==> config.mk <==
export PLATFORM = sky130hd
export DESIGN_NAME = risc_boot_sequencer
export DESIGN_NICKNAME = d
export VERILOG_FILES = /design/src/rtl/risc_boot_sequencer.sv
export SDC_FILE = /design/constraint.sdc
export NUM_CORES = 1
export LEC_CHECK = 0
export ABC_AREA = 1
export CAP_MARGIN = 20
export CORE_MARGIN = 2
export CORE_UTILIZATION = 39
export DETAILED_ROUTE_END_ITERATION = 8
export HOLD_SLACK_MARGIN = 0.02
export PLACE_DENSITY = 0.86
export SLEW_MARGIN = 0
export SYNTH_ARGS = -nofsm -noshare
export SYNTH_HDL_FRONTEND = slang
export SYNTH_SLANG_ARGS = --single-unit
export TNS_END_PERCENT = 50
==> constraint.sdc <==
create_clock -name clock -period 1.6 [get_ports clock]
set_input_delay 0.24 -clock clock [delete_from_list [all_inputs] [get_ports clock]]
set_output_delay 0.24 -clock clock [all_outputs]
set_load 0.005 [all_outputs]
==> src/rtl/risc_boot_sequencer.sv <==
// Boot/program-load controller for one Risc core: streams a program into code memory,
// pulses boot, then runs the core under a cycle watchdog and latches its result.
module risc_boot_sequencer #(
   parameter int DATA_W     = 32,
   parameter int ADDR_W     = 8,
   parameter int MAX_CYCLES = 1000,
   parameter int CNT_W      = 16
) (
   input  logic              clock,
   input  logic              reset,
   input  logic              io_start,
   input  logic              io_abort,
   input  logic [ADDR_W:0]   io_progLen,
   input  logic              io_srcValid,
   output logic              io_srcReady,
   input  logic [DATA_W-1:0] io_srcData,
   output logic              io_riscBoot,
   output logic              io_riscIsWr,
   output logic [ADDR_W-1:0] io_riscWrAddr,
   output logic [DATA_W-1:0] io_riscWrData,
   input  logic [DATA_W-1:0] io_riscOut,
   input  logic              io_riscValid,
   output logic              io_busy,
   output logic              io_done,
   output logic              io_timeout,
   output logic [DATA_W-1:0] io_result,
   output logic [CNT_W-1:0]  io_cycles
);

   // state   | meaning
   // IDLE    | waiting for start, Risc held in boot
   // LOAD    | accepting program words, one write per handshake
   // BOOT    | single cycle with boot high to reset the Risc PC
   // RUN     | Risc executing, watchdog counting
   // DONE    | result captured, held until next start/abort
   // TIMEOUT | watchdog expired, held until next start/abort
   typedef enum logic [2:0] {
      S_IDLE, S_LOAD, S_BOOT, S_RUN, S_DONE, S_TIMEOUT
   } state_t;

   localparam int LEN_W = ADDR_W + 1;
   localparam logic [LEN_W-1:0] LEN_MAX  = LEN_W'(2 ** ADDR_W);
   localparam logic [CNT_W-1:0] CNT_LAST = CNT_W'(MAX_CYCLES - 1);
   localparam logic [CNT_W-1:0] CNT_MAX  = CNT_W'(MAX_CYCLES);

   state_t              state_q, state_d;
   logic [ADDR_W-1:0]   addr_q, addr_d;
   logic [LEN_W-1:0]    len_q, len_d;
   logic [CNT_W-1:0]    cnt_q, cnt_d;
   logic [DATA_W-1:0]   result_q, result_d;
   logic [CNT_W-1:0]    cycles_q, cycles_d;
   logic                done_q, done_d;
   logic                timeout_q, timeout_d;

   always_comb begin
      state_d   = state_q;
      addr_d    = addr_q;
      len_d     = len_q;
      cnt_d     = cnt_q;
      result_d  = result_q;
      cycles_d  = cycles_q;
      done_d    = done_q;
      timeout_d = timeout_q;
      if (io_abort) begin
         state_d   = S_IDLE;
         addr_d    = '0;
         cnt_d     = '0;
         done_d    = 1'b0;
         timeout_d = 1'b0;
      end else begin
         case (state_q)
            S_IDLE, S_DONE, S_TIMEOUT: begin
               if (io_start) begin
                  len_d     = (io_progLen > LEN_MAX) ? LEN_MAX : io_progLen;
                  addr_d    = '0;
                  cnt_d     = '0;
                  done_d    = 1'b0;
                  timeout_d = 1'b0;
                  state_d   = (io_progLen == '0) ? S_BOOT : S_LOAD;
               end
            end
            S_LOAD: begin
               if (io_srcValid) begin
                  addr_d = addr_q + ADDR_W'(1);
                  if ({1'b0, addr_q} == len_q - LEN_W'(1)) state_d = S_BOOT;
               end
            end
            S_BOOT: begin
               cnt_d   = '0;
               state_d = S_RUN;
            end
            S_RUN: begin
               // a valid in the expiry cycle still counts as a completed run
               if (io_riscValid) begin
                  result_d = io_riscOut;
                  cycles_d = cnt_q + CNT_W'(1);
                  done_d   = 1'b1;
                  state_d  = S_DONE;
               end else begin
                  cnt_d = cnt_q + CNT_W'(1);
                  if (cnt_q == CNT_LAST) begin
                     cycles_d  = CNT_MAX;
                     timeout_d = 1'b1;
                     state_d   = S_TIMEOUT;
                  end
               end
            end
            default: state_d = S_IDLE;
         endcase
      end
   end

   always_ff @(posedge clock) begin
      if (reset) begin
         state_q   <= S_IDLE;
         addr_q    <= '0;
         len_q     <= '0;
         cnt_q     <= '0;
         result_q  <= '0;
         cycles_q  <= '0;
         done_q    <= 1'b0;
         timeout_q <= 1'b0;
      end else begin
         state_q   <= state_d;
         addr_q    <= addr_d;
         len_q     <= len_d;
         cnt_q     <= cnt_d;
         result_q  <= result_d;
         cycles_q  <= cycles_d;
         done_q    <= done_d;
         timeout_q <= timeout_d;
      end
   end

   assign io_srcReady   = (state_q == S_LOAD);
   assign io_riscIsWr   = (state_q == S_LOAD) && io_srcValid;
   assign io_riscWrAddr = addr_q;
   assign io_riscWrData = io_srcData;
   assign io_riscBoot   = (state_q != S_RUN);
   assign io_busy       = (state_q == S_LOAD) || (state_q == S_BOOT) || (state_q == S_RUN);
   assign io_done       = done_q;
   assign io_timeout    = timeout_q;
   assign io_result     = result_q;
   assign io_cycles     = cycles_q;

endmodule

======== Word level (Yosys, flattened, before mapping) ========
Cells that the tools add are included.
cells by class
  add/sub/neg operators ................... 3
  order comparisons ....................... 1
  equality and inequality tests ........... 15
  multiplexer cells ....................... 22
  bitwise gates (word level) .............. 1
  reductions and logical operators ........ 19
operators with widths
  cell                                                    count
  2-to-1 mux 16 bit                                       4
  case mux 16 bit (3 select lines)                        1
  AND reduction 3 bit                                     6
  adder 16 x 1 -> 16 bit (second input constant)          1
  equality test 16 x 10 -> 1 bit (second input constant)  1
  2-to-1 mux 8 bit                                        2
  case mux 8 bit (2 select lines)                         1
  2-to-1 mux 3 bit                                        5
  case mux 3 bit (4 select lines)                         1
  inequality test 2 bit (second input constant)           5
  equality test 8 x 9 -> 1 bit                            1
  > comparator 9 bit (second input constant)              1
  zero test 9 bit                                         1
  2-to-1 mux 9 bit                                        1
  subtractor 9 x 1 -> 9 bit (second input constant)       1
  adder 8 x 1 -> 8 bit (second input constant)            1
  AND reduction 4 bit                                     2
  equality test 3 x 2 -> 1 bit (second input constant)    2
  equality test 3 bit (second input constant)             2
  nonzero test 2 bit                                      3
  2-to-1 mux 1 bit                                        4
  case mux 1 bit (2 select lines)                         2
  equality test 3 x 1 -> 1 bit (second input constant)    1
  zero test 3 bit                                         1
  10 further kinds                                        11
storage, ports and cells
  bits in registers ....................... 86
  output and inout port bits .............. 94
  word-level logic and storage cells ...... 69

======== Longest topological paths before layout ========
Gate-level depths: netlist of the first run.
  depth in word-level cells ............... 5
  depth in mapped cells ................... 14
  gate-level depth less buffers ........... 14

======== Worst setup path before layout of the first run ========
OpenSTA, ideal clock, no wires.
  path type ............................... flip-flop to flip-flop
  start point ............................. reg cnt_q[0]
  end point ............................... reg cycles_q[12], in the netlist io_cycles[12]
  library setup time ...................... 132 ps
  arrival ................................. 1503 ps
  data required time ...................... 1468 ps
  path slack .............................. -36 ps
  cell stages (with the launch flop) ...... 12
  period minus slack after synthesis ...... 1636 ps
  cells stage by stage .................... dfxtp_1 > ha_1 > nand2_1 > nor2_1 > nand3_1 > nor2_1 > nand2_1 > o21a_1 > nor2_1 > inv_1 > nand2_1 > a21oi_1
on the way
  word-level cells in the longest chain between the ends .. 3
  elaborated cells between the ends (all ways) .. 5
ends and longest elaborated chain
  element                                                         line  RTL
  start, declared                                                 49    logic [CNT_W-1:0] cnt_q, cnt_d;
  start signal, assigned                                          127   cnt_q <= cnt_d;
  branches (longest 3 deep; another with adder 16 x 1 -> 16 bit)  n/a
  end signal, assigned                                            129   cycles_q <= cycles_d;
  end, declared                                                   51    logic [CNT_W-1:0] cycles_q, cycles_d;
Several ways; the timed one is not identified.
A chain may end at the register's enable or synchronous reset.

======== Worst setup path in the final report of the first run ========
  start point ............................. reg len_q[1]
  end point ............................... reg state_q[1]
on the way
  word-level cells in the longest chain between the ends .. 4
ends and longest elaborated chain
  element                                   line  RTL
  start, declared                           48    logic [LEN_W-1:0] len_q, len_d;
  start signal, assigned                    126   len_q <= len_d;
  subtractor 9 x 1 -> 9 bit                 85    if ({1'b0, addr_q} == len_q - LEN_W'(1)) state_d = S_BOOT;
  equality test 8 x 9 -> 1 bit              85
  inequality test 2 x 1 -> 1 bit (no line)  n/a
  AND reduction 4 bit (no line)             n/a
  end signal, assigned                      124   state_q <= state_d;
  end, declared                             46    state_t state_q, state_d;
No other way between the ends.

==> results of run 1 <==
[tightest hold or removal path, delay by kind of cell]
family	cells	cell delay, ns
buf+inv	1	0.39
simple gates	2	0.15
[report_power, final]
group / internal [uW] / switching [uW]
sequential: 2170 / 26.4
clock: 773 / 830
combinational: 311 / 307
[area by class of cell]
type	count	area, sq um
fill	927	4400
multi-input combinational	406	2100
sequential	86	1740
timing repair buffer	162	1540
inverter	56	213
tap	136	170
clock buffer	10	138
clock inverter	6	67.6
[cells by family (layout without fill, tap and decap cells)]
logic type,after synthesis,count (layout)
compound gates,108,108
xor+xnor,12,12
fa+ha+maj,3,3
buf+inv,106,234
flops,86,86
simple gates,283,283
[cell usage after synthesis]
cell type and instances:
sky130_fd_sc_hd__buf_4 33, sky130_fd_sc_hd__or2_0 1, sky130_fd_sc_hd__a21oi_1 50, sky130_fd_sc_hd__clkinv_1 1
sky130_fd_sc_hd__buf_2 11, sky130_fd_sc_hd__nand3_1 26, sky130_fd_sc_hd__o21bai_1 1, sky130_fd_sc_hd__xnor2_1 3
sky130_fd_sc_hd__dfxtp_1 86, sky130_fd_sc_hd__nor2_2 3, sky130_fd_sc_hd__o21a_1 2, sky130_fd_sc_hd__or2_2 4
sky130_fd_sc_hd__o22ai_1 1, sky130_fd_sc_hd__inv_1 51, sky130_fd_sc_hd__ha_1 3, sky130_fd_sc_hd__o21ai_1 1
sky130_fd_sc_hd__nand4_1 7, sky130_fd_sc_hd__a31oi_1 3, sky130_fd_sc_hd__a31o_2 1, sky130_fd_sc_hd__o21ai_0 43
sky130_fd_sc_hd__nand2_2 2, sky130_fd_sc_hd__nor3_1 12, sky130_fd_sc_hd__nor2_1 104, sky130_fd_sc_hd__inv_2 4
sky130_fd_sc_hd__a211oi_1 6, sky130_fd_sc_hd__nand2_1 117, sky130_fd_sc_hd__nor4_1 2, sky130_fd_sc_hd__nor2_8 1
sky130_fd_sc_hd__or3_1 1, sky130_fd_sc_hd__clkbuf_1 6, sky130_fd_sc_hd__nor2_4 2, sky130_fd_sc_hd__and3_1 1
sky130_fd_sc_hd__xor2_1 9
[metal layers]
metal,vias to the layer above,routed length (um),global-route usage
met5,-,0,0
met3,24,1030,0.0654
met2,165,5360,0.315
li1,2139,-,-
met1,1993,4940,0.245
met4,0,259,0.0916
[sequential cells by signal, indices dropped and copies added (netlist names)]
name,cells
io_riscWrAddr,8
io_timeout,1
len_q,9
io_result,32
io_done,1
cnt_q,16
state_q,3
io_cycles,16
[timing repair]
| item | in CTS | in global routing |
|---|---|---|
| endpoints found under the setup margin | 8 | 48 |
| resized for setup | 20 | 50 |
| buffers inserted | 5 | 3 |
| pin swaps | 2 | 18 |
[worst min path at each step]
stage                                 endpoint  slack [ns]  cells after the start
floorplan                len_q[1]$_SDFFE_PP0P_        0.32                      1
global route         io_result[5]$_SDFFE_PP0P_        0.45                      3
global placement     io_cycles[3]$_SDFFE_PP0P_        0.44                      2
detailed placement   io_cycles[3]$_SDFFE_PP0P_        0.44                      2
finish              io_result[18]$_SDFFE_PP0P_        0.45                      3
CTS                 io_result[18]$_SDFFE_PP0P_        0.44                      3
[through the flow]
stage	instance area [sq um]	setup TNS [ns]	std cells	power, uW	worst slack [ns]
after floorplan	4170	0	598	2570	0.0129
after global placement	5490	-0.295	838	2780	-0.0634
after detailed placement	5490	-1.69	838	2790	-0.0742
after CTS	5770	0	859	4390	0.00840
after global routing	5970	-0.742	862	4590	-0.205
final	5970	-0.0501	862	4410	-0.0296
[cells in the final DEF, fill, tap and decap left out, types with 2 or more instances in the layout]
cell type,instances
sky130_fd_sc_hd__inv_1,47
sky130_fd_sc_hd__nor3_1,8
sky130_fd_sc_hd__nand2_1,108
sky130_fd_sc_hd__nor2_1,96
sky130_fd_sc_hd__dfxtp_1,73
sky130_fd_sc_hd__nand3_1,20
sky130_fd_sc_hd__dfxtp_4,2
sky130_fd_sc_hd__nand2_2,8
sky130_fd_sc_hd__dlygate4sd2_1,3
sky130_fd_sc_hd__inv_2,7
sky130_fd_sc_hd__inv_6,2
sky130_fd_sc_hd__a21oi_1,47
sky130_fd_sc_hd__o21a_1,2
sky130_fd_sc_hd__xnor2_1,2
sky130_fd_sc_hd__o21ai_0,43
sky130_fd_sc_hd__nor3_2,4
sky130_fd_sc_hd__dfxtp_2,11
sky130_fd_sc_hd__ha_4,2
sky130_fd_sc_hd__a211oi_1,6
sky130_fd_sc_hd__clkdlybuf4s50_1,104
sky130_fd_sc_hd__a31oi_1,3
sky130_fd_sc_hd__a21oi_2,2
sky130_fd_sc_hd__clkbuf_8,10
sky130_fd_sc_hd__nand3_2,5
sky130_fd_sc_hd__or2_2,4
sky130_fd_sc_hd__nand4_1,7
sky130_fd_sc_hd__xor2_1,8
sky130_fd_sc_hd__nand2_4,3
sky130_fd_sc_hd__buf_4,49
sky130_fd_sc_hd__clkinvlp_4,2
sky130_fd_sc_hd__nor2_2,8
sky130_fd_sc_hd__buf_12,4
sky130_fd_sc_hd__nor2_4,5
==> implementation parameters, run 1 <==
Parameter                              Value

Timing
  Fin Clk Skew ... 0.0168 ns
  Worst slack on hold paths ... 0.454 ns
  Final Hold Fails ... 0
  Final-report max-slew violation count ... 0
  Setup repair after global routing missed its margin ... true
  Time the final worst path needs with I/O delays and setup ... 1.63 ns
  Final setup slack of the worst path ... -0.0296 ns
  Final setup violation count ... 2
  Worst-Margin Slew ... 0.412 ns
  Fmax ... 0.614 GHz
  Relative slew margins ... 0.723
  Final period utilization ... 1.02

Worst setup path
  Element type at the critical path end ... flop
  Register-to-register setup slack ... -0.03 ns
  Required time of the critical path ... 1.86 ns
  Worst setup path endpoint ... state_q[1]$_SDFFE_PP0P_
  Critical path startpoint ... len_q[1]$_SDFFE_PP0P_
  Max incr delay on CP ... 0.34 ns
  Startpoint kind of the worst setup timing path ... flop
  Worst Path Class, Setup ... flop to flop
  Most Frequent Cell on Critical Path ... sky130_fd_sc_hd__nand2_1
  Largest fanout on the critical path ... 5
  Count of cell instances traversed by the critical path ... 13
  Crit path buffers/inverters ... 1
  Endpoint of the worst-slack reg-to-reg timing path ... state_q[1]$_SDFFE_PP0P_
  Data arrival time of the critical path ... 1.89 ns
  Cell with the largest stage delay on the worst path ... sky130_fd_sc_hd__dfxtp_2
  List of cells traversed by the critical path ... inv_2 -> ha_4 -> nand2_4 -> nor2_4 -> nand3_2 -> nand2_1 -> nand2_1 -> nor2_1 -> nand3_1 -> nand2_2 -> nand3_1 -> nand2_1 -> nor2_1
  Startpoint of the worst-slack reg-to-reg timing path ... len_q[1]$_SDFFE_PP0P_
  Reg2reg path depth ... 13
  CP top delay family ... simple AND/OR/NAND/NOR gates

Clocking
  CTS Buf Count ... 9
  H-tree level count ... 3
  Number of buffers on the longest clock path ... 2
  Root Driver ... sky130_fd_sc_hd__clkbuf_8
  Clock latency on the worst-skew pair ... 0.36 ns
  Clock Pin Slew Worst Setup and Hold Paths ... 0.10 ns
  CTS tree ... built
  Total number of clock tree sinks ... 86
  Post-cts hold buffer count ... 0

Outcome
  Result of the run ... complete, but fails checks
  Failing checks ... setup timing

Synthesis
  Combinational family with the most area after synthesis ... simple AND/OR/NAND/NOR gates
  Share of the synthesized netlist area taken by xor and xnor gates ... 0.0252
  Mux share of post-synthesis cell area ... 0
  Cell taking the most area after synthesis ... sky130_fd_sc_hd__dfxtp_1
  Share of Yosys cell area claimed by the top area cell type ... 0.413
  Netlist area before placement ... 4170 sq um
  Sequential-to-total area share from yosys stat ... 0.413
  Unique masters post-synth ... 33
  Mapped Avg Cell Area ... 6.97 sq um
  Yosys Warn Count ... 0
  Synthesized net count ... 680
  Area share of fa/ha/maj cells after synthesis ... 0.00901
  Simple logic cell fraction of the synthesized area ... 0.287
  Synth top area cells ... sky130_fd_sc_hd__dfxtp_1, sky130_fd_sc_hd__nand2_1, sky130_fd_sc_hd__nor2_1, sky130_fd_sc_hd__a21oi_1, sky130_fd_sc_hd__buf_4
  Fraction of the mapped netlist area in compound gates ... 0.137
  Synthesized instance count ... 598
  Post-synthesis register bit count ... 86

Die
  Initial core utilization ... 0.402
  Die extent in x ... 107 um
  Die extent in y ... 107 um
  IO Pins ... 173
  Die area ... 11500 sq um
  Site Rows ... 37
  Placeable core area ... 10400 sq um

Pwr
  Power density normalized to cell area ... 739 nW/um^2
  Worst vdd ir ... 436 uV
  Static Leakage ... 0.00242 uW

Drt
  Post-DR wirelength/cell ... 13.4 um
  Starting DRT DRC Count ... 213
  DRC ... 0
  Routed via count divided by cell count ... 5.01
  Total Routed Length ... 11600 um
  Antenna-violating nets left ... 0
  Pre-Repair DR Iteration Count ... 6
  Vias after detailed routing ... 4321

Place
  Sum of net half-perimeters after detailed placement ... 8060 um
  RD Place Congestion ... 0.940
  Quantity of I/O buffers inserted on ports ... 108

Layout
  Relative area change from synthesis to final layout ... 43.4%
  Core Util, Final ... 0.576
  Diode insertion count for antenna repair ... 0
  Nets@finish ... 803
  Fraction of final layout cells with drive strength greater than 1 ... 0.193

Min path
  Start point of the worst min-delay path ... io_riscOut[18]
  Worst hold path type ... input pin to flop

GRT
  GRT Residual Overflow ... 0
  Antenna violations before repair ... 0
  Total Routing Usage GR ... 0.199
  Global-route wire length before repair ... 18400 um
  Number of global-route vias before repair ... 4043
  Pin count of the biggest net entering global routing ... 45

Flow run
  Number of max-cap violations ... 0
Note: power is estimated with default switching activity, not from simulation.
==> inputs of run 2 (changes only) <==
--- a/config.mk
+++ b/config.mk
@@ -8,10 +8,10 @@
 export ABC_AREA = 1
 export CAP_MARGIN = 20
 export CORE_MARGIN = 2
-export CORE_UTILIZATION = 39
+export CORE_UTILIZATION = 40
 export DETAILED_ROUTE_END_ITERATION = 8
 export HOLD_SLACK_MARGIN = 0.02
-export PLACE_DENSITY = 0.86
+export PLACE_DENSITY = 0.85
 export SLEW_MARGIN = 0
 export SYNTH_ARGS = -nofsm -noshare
 export SYNTH_HDL_FRONTEND = slang
==> constraint.sdc (replaced) <==
create_clock -name clock -period 2.03 [get_ports clock]
set_input_delay 0.3045 -clock clock [delete_from_list [all_inputs] [get_ports clock]]
set_output_delay 0.3045 -clock clock [all_outputs]
set_load 0.005 [all_outputs]
==> implementation parameters, run 2 (same netlist as run 1, synthesis figures left out) <==
Parameter                              Value

Worst setup path
  Max incr delay on CP ... 0.48 ns
  Startpoint kind of the worst setup timing path ... flop
  Count of cell instances traversed by the critical path ... 5
  Reg2reg path depth ... 10
  List of cells traversed by the critical path ... inv_1 -> nand2_2 -> nor2_4 -> buf_4 -> clkdlybuf4s50_1
  Crit path buffers/inverters ... 3
  Largest fanout on the critical path ... 4
  Cell with the largest stage delay on the worst path ... sky130_fd_sc_hd__clkdlybuf4s50_1
  CP top delay family ... buffers and inverters
  Data arrival time of the critical path ... 1.65 ns
  Required time of the critical path ... 1.73 ns
  Element type at the critical path end ... output port
  Worst Path Class, Setup ... flop to output port

Place
  Placement Cell Area ... 5190 sq um
  Quantity of I/O buffers inserted on ports ... 108
  Sum of net half-perimeters after detailed placement ... 7340 um
  Worst slack after detailed placement ... 0.0513 ns
  RD Place Congestion ... 0.927

Pwr
  Sw Ratio ... 0.246
  Fraction of power consumed by the clock network ... 0.415
  Fraction of power consumed by combinational cells ... 0.108
  Post-layout total power ... 3620 uW
  Pint ... 2730 uW
  Worst vdd ir ... 347 uV
  Sequential share of power ... 0.477
  Power spent charging and discharging nets ... 890 uW
  Static Leakage ... 0.00218 uW
  Power density normalized to cell area ... 663 nW/um^2

GRT
  GRT Residual Overflow ... 0
  Met1 layer usage reported by global route ... 0.235
  Number of global-route vias before repair ... 3790
  Antenna violations before repair ... 0
  GRT busiest layer ... met2
  Met3 Usage GRT ... 0.0632
  Met2 track utilization from global routing ... 0.300
  Total Routing Usage GR ... 0.185
  Pin count of the biggest net entering global routing ... 37
  Global-route wire length before repair ... 17000 um

Layout
  Diode insertion count for antenna repair ... 0
  FILL cells ... 967
  FF/Latch Area ... 1720 sq um
  Fraction of final layout cells with drive strength greater than 1 ... 0.0774
  Top library cells by usage in the layout, fill and taps aside ... sky130_fd_sc_hd__nand2_1, sky130_fd_sc_hd__clkdlybuf4s50_1, sky130_fd_sc_hd__nor2_1
  Cell area after layout ... 5470 sq um
  Commonest non-fill, non-tap cell in the layout ... sky130_fd_sc_hd__nand2_1
  Nets@finish ... 762
  Relative area change from synthesis to final layout ... 31.3%
  Total area of multi-input combinational cells ... 1920 sq um
  Core Util, Final ... 0.534
  Max reg flops ... 32

Clocking
  H-tree level count ... 3
  CTS tree ... built
  Clock Pin Slew Worst Setup and Hold Paths ... 0.10 ns
  CTS Buf Count ... 9
  Root Driver ... sky130_fd_sc_hd__clkbuf_8
  Clock latency on the worst-skew pair ... 0.36 ns
  Post-cts hold buffer count ... 0
  Number of buffers on the longest clock path ... 2
  Total number of clock tree sinks ... 86

Min path
  Worst hold path type ... flop to flop
  Hold path depth ... 2

Flow run
  Number of max-cap violations ... 0

Drt
  DRC ... 0
  Pre-Repair DR Iteration Count ... 5
  Starting DRT DRC Count ... 243
  Total Routed Length ... 10200 um
  Post-DR wirelength/cell ... 12.5 um
  Vias after detailed routing ... 4000
  Antenna-violating nets left ... 0
  Routed via count divided by cell count ... 4.87

Timing
  Fmax ... 0.513 GHz
  Worst-Margin Slew ... 0.838 ns
  Final setup slack of the worst path ... 0.0800 ns
  Final TNS setup ... 0 ns
  Final period utilization ... 0.961
  Final Hold Fails ... 0
  Relative slew margins ... 0.441
  Final setup violation count ... 0
  Final-report max-slew violation count ... 0
  Time the final worst path needs with I/O delays and setup ... 1.95 ns
  Fin Clk Skew ... 0.0173 ns

Die
  Initial core utilization ... 0.407
  IO Pins ... 173
  Die area ... 11200 sq um
  Site Rows ... 37
  Placeable core area ... 10200 sq um
  Die extent in y ... 106 um
  Die extent in x ... 106 um

Outcome
  Result of the run ... finished, final reports clean
run 2: cell types whose count changed in the layout (fill, tap and decap cells not counted), sizes merged:
cell           before  now
clkdlybuf4s50     104  108
bufinv              1    3
clkbuf             10    9
dlygate4sd2         3    0
clkinvlp            2    0
clkinv              2    1
inv                57   59
buf                54   13
clkdlybuf4s15       1    0
run 2: worst paths after layout:
| kind | startpoint | slack, ns | to |
|---|---|---|---|
| worst max register to register | cnt_q[0]$_SDFFE_PP0P_ | 0.17 | io_cycles[5]$_SDFFE_PP0P_ |
| worst min-delay path | io_cycles[3]$_SDFFE_PP0P_ | 0.46 | io_cycles[3]$_SDFFE_PP0P_ |
| worst min register to register | io_cycles[3]$_SDFFE_PP0P_ | 0.46 | io_cycles[3]$_SDFFE_PP0P_ |
| worst max-delay path | state_q[2]$_SDFFE_PP0P_ | 0.08 | io_srcReady |
run 2: metal layers:
layer,share of wire,vias up
met5,0,-
met4,0.012,0
met3,0.087,20
met2,0.45,139
met1,0.45,1791
li1,-,2050
run 2: area by class of cell:
| cell class | instances | share of cell area |
|---|---|---|
| Clock buffer | 9 | 0.0227 |
| Timing Repair Buffer | 121 | 0.218 |
| Inverter | 56 | 0.0384 |
| Sequential cell | 86 | 0.315 |
| Tap cell | 136 | 0.0311 |
| Multi-Input combinational cell | 406 | 0.352 |
| Clock inverter | 7 | 0.0229 |
run 2: what timing repair did:
action,in CTS,in global routing
buffers inserted,0,2
setup endpoints to repair,1,4
pin swaps,0,1
gates resized for setup,1,6
run 2: through the flow:
| step | std cells | hold WS (ns) |
|---|---|---|
| floorplan | 598 | 0.383 |
| global placement | 803 | 0.439 |
| detailed placement | 803 | 0.444 |
| CTS | 819 | 0.462 |
| global route | 821 | 0.493 |
| finish | 821 | 0.458 |
run 2: worst reg2reg max path, delay by kind of cell (launching register included):
kind,cells,cell delay (ns)
buf+inv,1,0.19
compound gates,1,0.13
simple gates,7,0.85
fa+ha+maj,1,0.21
flops,1,0.41
run 2: power groups by stage:
stage               sequential [uW]  combinational, uW  clock (uW)
floorplan                      1760                261           0
global placement               1770                379           0
detailed placement             1770                383           0
CTS                            1730                385        1530
global route                   1730                439        1600
finish                         1730                392        1500
==> patch 1 (settings of run 1) <==
Set the parameter `CNT_W` to 32 (it was 16).
--- a/src/rtl/risc_boot_sequencer.sv
+++ b/src/rtl/risc_boot_sequencer.sv
@@ -4,7 +4,7 @@
    parameter int DATA_W     = 32,
    parameter int ADDR_W     = 8,
    parameter int MAX_CYCLES = 1000,
-   parameter int CNT_W      = 16
+   parameter int CNT_W      = 32
 ) (
    input  logic              clock,
    input  logic              reset,
Ports: changed (resized io_cycles); port bits go from 173 to 189. No check against the original RTL was run, so the function may have changed too.
==> patch 1 against run 1 <==
  * The flow still finishes with violations (negative setup slack)
  * Design area grew 50%
  * Final cell count up 44%
  * Wire length grew 69%
  * Worst hold slack got worse by 0.054 ns
  * Sequential cell count rose by 32
  * Sequential power up 37%
  * Sequential share of layout area decreased by 2.1 points
  * Synthesized area is 43% higher
  * Setup slack lost 0.15 ns
  * Global-route usage rose by 1.8 points
  * Power is 66% higher
  * Critical endpoint is now cnt_q[30]$_SDFFE_PP0P_
  * Largest cell class unchanged
==> patch 1: results (changes against run 1) <==
setup_viol: 39  # was 2
place_congestion: 0.9384  # was 0.9400
drt_iter0_drc: 612  # was 213
nFillCells: 1207  # was 927
fin_ws_ns: -0.1839  # was -0.02958 ns
path_clk_slew_ns: 0.05  # was 0.10 ns
violations: "negative setup slack"  # unchanged
min_to: "io_result[19]$_SDFFE_PP0P_"  # was io_result[18]$_SDFFE_PP0P_
synth_xor_area_share_pct: 2.491  # was 2.523%
synth_fa_ha_area_share_pct: 0.6280  # was 0.9012%
p_leak_nw: 3.651  # was 2.423 nW
nClkBuffers: 23  # was 10
synth_area_leaders: "dfxtp_1 40%, nand2_1 13%, nor2_1 8.9%"  # was dfxtp_1 41%, nand2_1 11%, nor2_1 9.4%
setup_tns_ns: -3.181  # was -0.05006 ns
nets: 1128  # was 803
root_buffer: "clkbuf_16"  # was clkbuf_8
outcome: "finished, violations left"  # unchanged
wl_met2_microns: 9536  # was 5358 microns
grtUsageMet1_pct: 26.49  # was 24.52%
timing.rr.end: "cnt_q[30]$_SDFFE_PP0P_"  # was state_q[1]$_SDFFE_PP0P_
htreeDepth: 4  # was 3
layout.nonclk_buf_share_pct: 23.77  # was 25.73%
routedLengthMet1_microns: 7761  # was 4938 microns
met2_usage_pct: 36.80  # was 31.46%
crit_start: "cnt_q[1]$_SDFFE_PP0P_"  # was len_q[1]$_SDFFE_PP0P_
grt_use_met3_pct: 4.466  # was 6.538%
dp_slack_ns: -0.1061  # was -0.07424 ns
r2r_cells: 10  # was 13
grt_max_degree: 39  # was 45
grt_pass1_vias: 5924  # was 4043
final_cells: 1243  # was 862
syn_nets: 951  # was 680
dp_hpwl_microns: 12230  # was 8061 microns
grt_pass1_wl_microns: 28280  # was 18420 microns
port_buffers: 124  # was 108
synth.distinct_cells: 37  # was 33
insertion_delay_ns: 0.43  # was 0.36 ns
nMultiInputCombCells: 619  # was 406
cts_buffers: 17  # was 9
grt.total_usage_pct: 21.70  # was 19.89%
met3_length_microns: 1538  # was 1032 microns
regArea_sq_um: 2427  # was 1743 sq um
layout-drive-gt1-share_pct: 27.68  # was 19.28%
seq_cells: 118  # was 86
syn_inst: 869  # was 598
wl_per_cell_microns: 15.77  # was 13.44 microns
## patch 1: what timing repair did
item                                    in CTS  in global routing
gates resized for setup                     39                137
pin swaps                                   16                 36
cloned                                       0                  3
endpoints found under the setup margin      69                 85
hold buffers                                 0                  0
buffers inserted                             7                  7
## patch 1: report_power, final
group / internal [mW] / switching, mW
registers: 2.96 / 0.0298
logic: 0.326 / 0.350
clock network: 2.36 / 1.28
total: 5.65 / 1.66
## patch 1: worst max path at each step
stage / endpoint / slack [ns] / cells past startpoint
after floorplan: cnt_q[30]$_SDFFE_PP0P_ / 0.003 / 10
after global placement: io_cycles[7]$_SDFFE_PP0P_ / -0.10 / 9
after detailed placement: io_cycles[7]$_SDFFE_PP0P_ / -0.11 / 9
after CTS: io_cycles[6] / 0.0006 / 1
after global routing: io_cycles[10]$_SDFFE_PP0P_ / -0.24 / 11
final: cnt_q[30]$_SDFFE_PP0P_ / -0.18 / 10
==> patch 2 (flow settings as in run 1) <==
Without the edit above. Take the reset off `addr_q` and `result_q` and load them in a clocked block of their own.
--- a/src/rtl/risc_boot_sequencer.sv
+++ b/src/rtl/risc_boot_sequencer.sv
@@ -113,23 +113,24 @@
    always_ff @(posedge clock) begin
       if (reset) begin
          state_q   <= S_IDLE;
-         addr_q    <= '0;
          len_q     <= '0;
          cnt_q     <= '0;
-         result_q  <= '0;
          cycles_q  <= '0;
          done_q    <= 1'b0;
          timeout_q <= 1'b0;
       end else begin
          state_q   <= state_d;
-         addr_q    <= addr_d;
          len_q     <= len_d;
          cnt_q     <= cnt_d;
-         result_q  <= result_d;
          cycles_q  <= cycles_d;
          done_q    <= done_d;
          timeout_q <= timeout_d;
       end
+   end
+
+   always_ff @(posedge clock) begin
+      addr_q   <= addr_d;
+      result_q <= result_d;
    end
 
    assign io_srcReady   = (state_q == S_LOAD);
Formal check against the unedited RTL: differs if reset is asserted again (counterexample within 4 cycles, from zero or initial values and one cycle with reset high); with reset held inactive, the same outputs for 4 cycles.
==> patch 2 against run 1 <==
  * The run still ends with negative setup slack left
  * Wire length grew 6.9%
  * Sequential share of layout area grew 3.8 points
  * Design area grew 4.6%
  * Setup slack lost 0.099 ns
  * Critical path type unchanged
  * Synthesized cell count shrank 19%
  * Combinational power shrank 8.6%
  * Largest cell class is now sequential cells
  * Power grew 3.8%
  * Sequential cell count is the same
  * Non-clock buffer count grew 8
  * Synthesized area shrank 1.2%
==> patch 2: results (changes against run 1) <==
routedLengthMet1_microns: 4837  # was 4938 microns
synth_edf_count: 32  # was 0
peakVddDrop_uv: 297.2  # was 435.7 uV
wl_met2_microns: 6074  # was 5358 microns
syn_nets: 567  # was 680
dpl-instance-area_sq_um: 5356  # was 5492 sq um
hold_start: "io_riscOut[2]"  # was io_riscOut[18]
synth_fa_ha_area_share_pct: 0.9124  # was 0.9012%
insertion_delay_ns: 0.36  # about the same
fin_skew_ns: 0.01469  # was 0.01683 ns
nFillCells: 791  # was 927
ys_top_cells_by_count: "93 x nand2_1, 54 x dfxtp_1, 53 x inv_1"  # was 117 x nand2_1, 104 x nor2_1, 86 x dfxtp_1
drt_iter0_drc: 338  # was 213
fin_ws_ns: -0.1282  # was -0.02958 ns
r2r_start: "cnt_q[1]$_SDFFE_PP0P_"  # was len_q[1]$_SDFFE_PP0P_
synth_xor_area_share_pct: 2.342  # was 2.523%
met3_length_microns: 1034  # was 1032 microns
grt_max_degree: 33  # was 45
p_leak_nw: 2.425  # was 2.423 nW
outcome: "finished, violations left"  # unchanged
critical-path-max-stage-delay_ns: 0.37  # was 0.34 ns
vias_per_cell: 5.192  # was 5.013
grt_use_met3_pct: 3.465  # was 6.538%
finalWirelength_microns: 12390  # was 11590 microns
grt_pass1_vias: 3759  # was 4043
synth_area_leaders: "dfxtp_1 26%, edfxtp_1 23%, nand2_1 8.5%"  # was dfxtp_1 41%, nand2_1 11%, nor2_1 9.4%
min_to: "io_result[2]$_DFFE_PP_"  # was io_result[18]$_SDFFE_PP0P_
grt_pass1_wl_microns: 17190  # was 18420 microns
multiInputGateArea_sq_um: 1949  # was 2105 sq um
violations: "negative setup slack"  # unchanged
dp_hpwl_microns: 8001  # was 8061 microns
timing.hold.ws_ns: 0.4339  # was 0.4540 ns
layout-drive-gt1-share_pct: 32.01  # was 19.28%
setup_viol: 45  # was 2
hold_depth: 1  # was 3
tightest_slew_ns: 0.4218  # was 0.4119 ns
drt_first_pass_iters: 5  # was 6
setup_tns_ns: -1.777  # was -0.05006 ns
cp_max_fo: 3  # was 5
synth_compound_area_share_pct: 11.16  # was 13.73%
grt.total_usage_pct: 18.97  # was 19.89%
final_cells: 767  # was 862
synth.avg_cell_area_sq_um: 8.482  # was 6.965 sq um
cp.arrival_ns: 2.02  # was 1.89 ns
r2r_cells: 11  # was 13
dp_cells: 726  # was 838
## patch 2: changes by cell type in the layout (fill, tap and decap cells not counted), moves of 5 or more
cell / change
a21oi_1: -16
a21oi_2: +14
buf_6: +9
dfxtp_1: -32
edfxtp_1: +32
inv_4: +5
nand2_1: -38
nand2_2: +8
nand2_4: +12
nor2_1: -57
nor2_4: +5
o21ai_0: -35
## patch 2: timing repair
item                                    CTS  global route
pin swaps                                10            38
hold buffers                              0             0
cloned                                    0             1
gates resized for setup                  26           126
buffers inserted                         12            13
endpoints found under the setup margin   53            88
## patch 2: report_power, final
group          leakage (nW)  internal [mW]  switching [mW]  total [mW]
clock                 0.106          0.884           0.813        1.70
sequential            0.731           2.29          0.0305        2.32
combinational          1.59          0.281           0.284       0.565
## patch 2: layout make-up
class	count	area share, %
Sequential cell	86	32.98
Clock inverter	7	1.562
Inverter	61	3.985
Tap cell	136	2.723
Timing Repair Buffer	170	25.57
Multi-Input combinational cell	298	31.20
Clock buffer	9	1.982
